<file path="src/rtl/seg7_reader.sv">
// Seven-segment bus reader: debounces multiplexed digit samples, decodes them to BCD
// and emits one packed frame once every digit position has been captured.
module seg7_reader #(
    parameter int NUM_DIGITS    = 4,
    parameter int STABLE_CYCLES = 16
) (
    input  logic                    clk,
    input  logic                    rst_n,
    input  logic [6:0]              segments,
    input  logic [NUM_DIGITS-1:0]   digit_sel,
    output logic [4*NUM_DIGITS-1:0] value,
    output logic                    valid,
    output logic                    frame_err
);

    localparam int CW = $clog2(STABLE_CYCLES + 1);
    localparam logic [CW-1:0] CNT_MAX = CW'(STABLE_CYCLES);
    localparam logic [CW-1:0] CNT_PRE = CW'(STABLE_CYCLES - 1);

    logic [6:0]              seg_q;
    logic [NUM_DIGITS-1:0]   sel_q;
    logic [CW-1:0]           cnt;
    logic [CW-1:0]           cnt_nxt;
    logic [4*NUM_DIGITS-1:0] digits;
    logic [4*NUM_DIGITS-1:0] digits_nxt;
    logic [NUM_DIGITS-1:0]   seen;
    logic [NUM_DIGITS-1:0]   seen_nxt;
    logic                    err;
    logic                    err_nxt;
    logic                    onehot;
    logic                    same;
    logic                    cap;
    logic                    frame_done;
    logic [3:0]              code;
    logic                    bad;

    always_comb begin
        code = 4'hE;
        bad  = 1'b0;
        unique case (seg_q)
            7'b0111111: code = 4'h0;
            7'b0000110: code = 4'h1;
            7'b1011011: code = 4'h2;
            7'b1001111: code = 4'h3;
            7'b1100110: code = 4'h4;
            7'b1101101: code = 4'h5;
            7'b1111100: code = 4'h6;
            7'b0000111: code = 4'h7;
            7'b1111111: code = 4'h8;
            7'b1100111: code = 4'h9;
            7'b0000000: code = 4'hF;
            default:    bad  = 1'b1;
        endcase
    end

    always_comb begin
        onehot = $onehot(digit_sel);
        same   = (segments == seg_q) && (digit_sel == sel_q);
        cnt_nxt = CW'(1);
        if (!onehot)
            cnt_nxt = '0;
        else if (same && cnt != '0)
            cnt_nxt = (cnt == CNT_MAX) ? CNT_MAX : cnt + CW'(1);
        // STABLE_CYCLES >= 2 guarantees CNT_PRE is nonzero, so this is the single crossing edge
        cap = onehot && same && (cnt == CNT_PRE);
    end

    always_comb begin
        frame_done = &seen;
        digits_nxt = digits;
        seen_nxt   = frame_done ? '0 : seen;
        err_nxt    = frame_done ? 1'b0 : err;
        if (cap) begin
            for (int unsigned i = 0; i < NUM_DIGITS; i++)
                if (sel_q[i])
                    digits_nxt[4*i +: 4] = code;
            seen_nxt = seen_nxt | sel_q;
            err_nxt  = err_nxt | bad;
        end
    end

    always_ff @(posedge clk or negedge rst_n) begin
        if (!rst_n) begin
            seg_q     <= '0;
            sel_q     <= '0;
            cnt       <= '0;
            digits    <= '0;
            seen      <= '0;
            err       <= 1'b0;
            value     <= '0;
            valid     <= 1'b0;
            frame_err <= 1'b0;
        end else begin
            seg_q  <= segments;
            sel_q  <= digit_sel;
            cnt    <= cnt_nxt;
            digits <= digits_nxt;
            seen   <= seen_nxt;
            err    <= err_nxt;
            valid  <= frame_done;
            if (frame_done) begin
                value     <= digits;
                frame_err <= err;
            end
        end
    end

endmodule

</file>
<file path="config.mk">
export PLATFORM = sky130hd
export DESIGN_NAME = seg7_reader
export DESIGN_NICKNAME = d
export VERILOG_FILES = /design/src/rtl/seg7_reader.sv
export SDC_FILE = /design/constraint.sdc
export NUM_CORES = 1
export LEC_CHECK = 0
export CAP_MARGIN = 20
export CORE_MARGIN = 4
export CORE_UTILIZATION = 55
export CTS_BUF_LIST = sky130_fd_sc_hd__clkbuf_8
export CTS_CLUSTER_SIZE = 14
export DETAILED_ROUTE_END_ITERATION = 7
export DONT_BUFFER_PORTS = 1
export PLACE_DENSITY = 0.7
export SLEW_MARGIN = 20
export SYNTH_ARGS = -nofsm -noshare
export SYNTH_HDL_FRONTEND = slang
export SYNTH_SLANG_ARGS = --single-unit
</file>
<file path="constraint.sdc">
create_clock -name clk -period 2.7 [get_ports clk]
set_clock_uncertainty 0.15 [all_clocks]
set_input_delay 0.54 -clock clk [delete_from_list [all_inputs] [get_ports clk]]
set_output_delay 0.54 -clock clk [all_outputs]
set_load 0.05 [all_outputs]
</file>
==> flow_summary.yaml <==
yosys:
  synth_mux_area_share_pct: 8.172
  synth_top_area_share_pct: 53.19
  async_flop_share_pct: 100.0
  yosysSeqAreaShare_pct: 53.19
  synth_warnings: 0
  synth_compound_area_share_pct: 3.723
  synthCells: 250
  synth_area_per_cell_um2: 10.35
  synth-xor-area-share_pct: 5.077
  synth_top_area_cell: "dfrtp_1"
  synth_edf_count: 0
  synthAdderAreaFrac_pct: 3.191
  syn_area_um2: 2587
  yosysUniqueCellTypes: 41
  syn_nets: 269
  synth_top_family_by_area: "simple AND/OR/NAND/NOR gates"
  synth_simple_gate_area_share_pct: 23.36
  ys_seq_elements: 55
  ys.flop_type: "dfrtp_1"
  synthTopCellsByArea: "dfrtp_1 (53%), nand2_1 (9.6%), mux2_1 (7.0%)"
timing:
  finalHoldViolCount: 0
  rsz0062_at_grt: "no"
  tightest_slew_ns: 0.5561
  fin_crit_sh_pct: 92.02
  fin_hold_ws_ns: 0.1049
  fin_tns_setup_ns: 0
  slew_viol_final: 0
  max_freq_ghz: 0.4025
  fin_crit_ns: 2.485
  setup_viol: 0
  relSlewSlack_pct: 62.81
hold_path:
  hold_path_end: "sel_q[1]"
  hold_class: "in2reg"
  min_path_cells: 0
  hp-start: "digit_sel[1]"
worst_setup_path:
  cp_max_fo: 5
  reg2reg_from: "seg_q[3]"
  startpoint_type: "primary input"
  crit_path_end_kind: "flop"
  rr_endpoint: "digits[9]"
  worstPathRequired_ns: 2.75
  path_class: "in2reg"
  arrival_ns: 2.53
  ff2ff_path_depth: 6
  r2r_setup_slack_ns: 0.51
drt:
  wire_per_inst_um: 14.59
  viasPerCell: 5.572
  routed_wl_um: 4536
  ant_nets: 0
  drc: 0
  vias: 1733
  drt-initial-drc-count: 92
  firstDrtPassIters: 4
grt:
  first_global_vias: 1714
  grtUsageTotal_pct: 17.23
  antenna_found_initial: 0
  grt_pass1_wl_um: 8142
  grt-ovfl-total: 0
  grt_max_degree: 56
clock_network:
  ctsResizeCount: 0
  clkTransAtPathRegs_ns: 0.09
  clock-sinks: 55
  h-tree-depth: 2
  root_buffer: "clkbuf_8"
  cts-buffers-inserted: 5
  post_cts.repair.setup_buffers: 0
  ctsLongestPathBuffers: 2
  cts_tree: "yes"
  clock_latency_ns: 0.30
floorplanning:
  num_io_pins: 31
  die_area_um2: 5866
  die_y_um: 76.59
  start_util_pct: 58.22
  std_cell_rows: 24
  core_region_area_um2: 4444
  dieWidth_um: 76.59
final_layout:
  fill_cells: 373
  drive_above_1_share_pct: 13.13
  antenna_cells: 0
  final_cell_mix: "nand2_1 (66), dfrtp_1 (55), xnor2_1 (13)"
  area_delta_synth_final_pct: 10.30
  fin_nets: 277
  layout_commonest_cell: "nand2_1"
power_and_ir_drop:
  p_clk_share_pct: 32.1
  sequentialPowerShare_pct: 59.1
  swShare_pct: 23.66
  power.leakage_uw: 0.001407
  combPwrFrac_pct: 8.8
  power.internal_uw: 1097
  vdd.ir_drop.worst_uv: 285.9
  switchingPower_uw: 339.9
  power_density_nw_per_um2: 503.5
place:
  port_buffers: 0
  gp_congestion: 0.7917
  post-dp-hpwl_um: 3301
run_status:
  status: "complete, no violations"
run:
  drv_cap: 0
-- registers in the layout, indices dropped and copies added (netlist names) --
| name | cells |
|---|---|
| digits | 16 |
| sel_q | 4 |
| seg_q | 7 |
| cnt | 5 |
| seen | 4 |
| valid | 1 |
| frame_err | 1 |
| value | 16 |
| err | 1 |
-- timing repair --
item                                    CTS  global route
endpoints found under the setup margin    0             0
hold buffers                              2             0
hold endpoints to repair                 55             0
-- synth_stat cells (2+ instances only) --
cell and n:
a21oi_1 4, and3_1 3, buf_2 5, clkbuf_1 6
dfrtp_1 55, ha_1 5, inv_1 9, mux2_1 16
mux2i_1 2, nand2_1 66, nand2b_1 3, nand3_1 5
nand3_2 4, nand4_1 6, nor2_1 8, nor3_1 6
nor3b_1 2, nor4_1 4, nor4b_1 2, o21ai_0 2
o21ai_1 2, or2_1 3, xnor2_1 13, xor2_1 2
-- logic make-up after synthesis --
logic type      after synthesis
compound gates               14
xor+xnor                     15
fa+ha+maj                     6
buf+inv                      21
flops                        55
mux                          19
simple gates                120
-- worst max-delay path, stage by stage --
cell and delay [ns]:
inv_8 0.01, fa_1 0.52, inv_1 0.04, ha_2 0.17
ha_4 0.21, nor2_1 0.09, nand2_1 0.11, nor4_4 0.13
buf_4 0.17, nand3_2 0.17, mux2_1 0.36
-- how the worst max path moves through the flow --
stage	startpoint	endpoint	slack, ns	depth (start not counted)
after global routing	digit_sel[1]	digits[0]	0.13	11
after CTS	digit_sel[0]	digits[3]	0.21	11
after global placement	digit_sel[0]	digits[0]	-0.07	11
after detailed placement	digit_sel[0]	digits[3]	-0.13	11
after floorplan	digit_sel[0]	digits[11]	-0.03	10
final	digit_sel[0]	digits[3]	0.22	11
-- area by class of cell --
class / count / area, um2 / area share (%)
sequential: 55 / 1376 / 48.22
multi-input combinational: 174 / 1160 / 40.64
timing repair buffer: 12 / 112.6 / 3.946
clock buffer: 6 / 82.58 / 2.893
tap: 52 / 65.06 / 2.280
inverter: 10 / 45.04 / 1.578
clock inverter: 2 / 12.51 / 0.4384
-- power groups by stage --
stage	registers [uW]	clock network [uW]	logic (uW)
floorplan	860	0	84.7
global placement	866	0	105
detailed placement	866	0	105
CTS	850	478	128
global route	853	517	144
finish	850	461	126
-- through the flow --
stage	worst slack [ns]	total power, uW	area, um2	utilization [%]	cells
after floorplan	-0.03421	945.0	2629	-	250
after global placement	-0.07175	970.5	2721	61.23	301
after detailed placement	-0.1257	971.5	2721	61.23	301
after CTS	0.2136	1456	2854	64.22	311
after global routing	0.1292	1514	2854	64.22	311
final	0.2155	1437	2854	64.22	311
-- metal layers --
metal  up-vias  track usage [%]  share of wire, %
met3         6            5.556               5.6
met2        43            27.15                45
met4         0            5.435               1.5
li1        858                -                 -
met5         -                0                 0
met1       826            22.62                48
(Power assumes the default switching activity.)
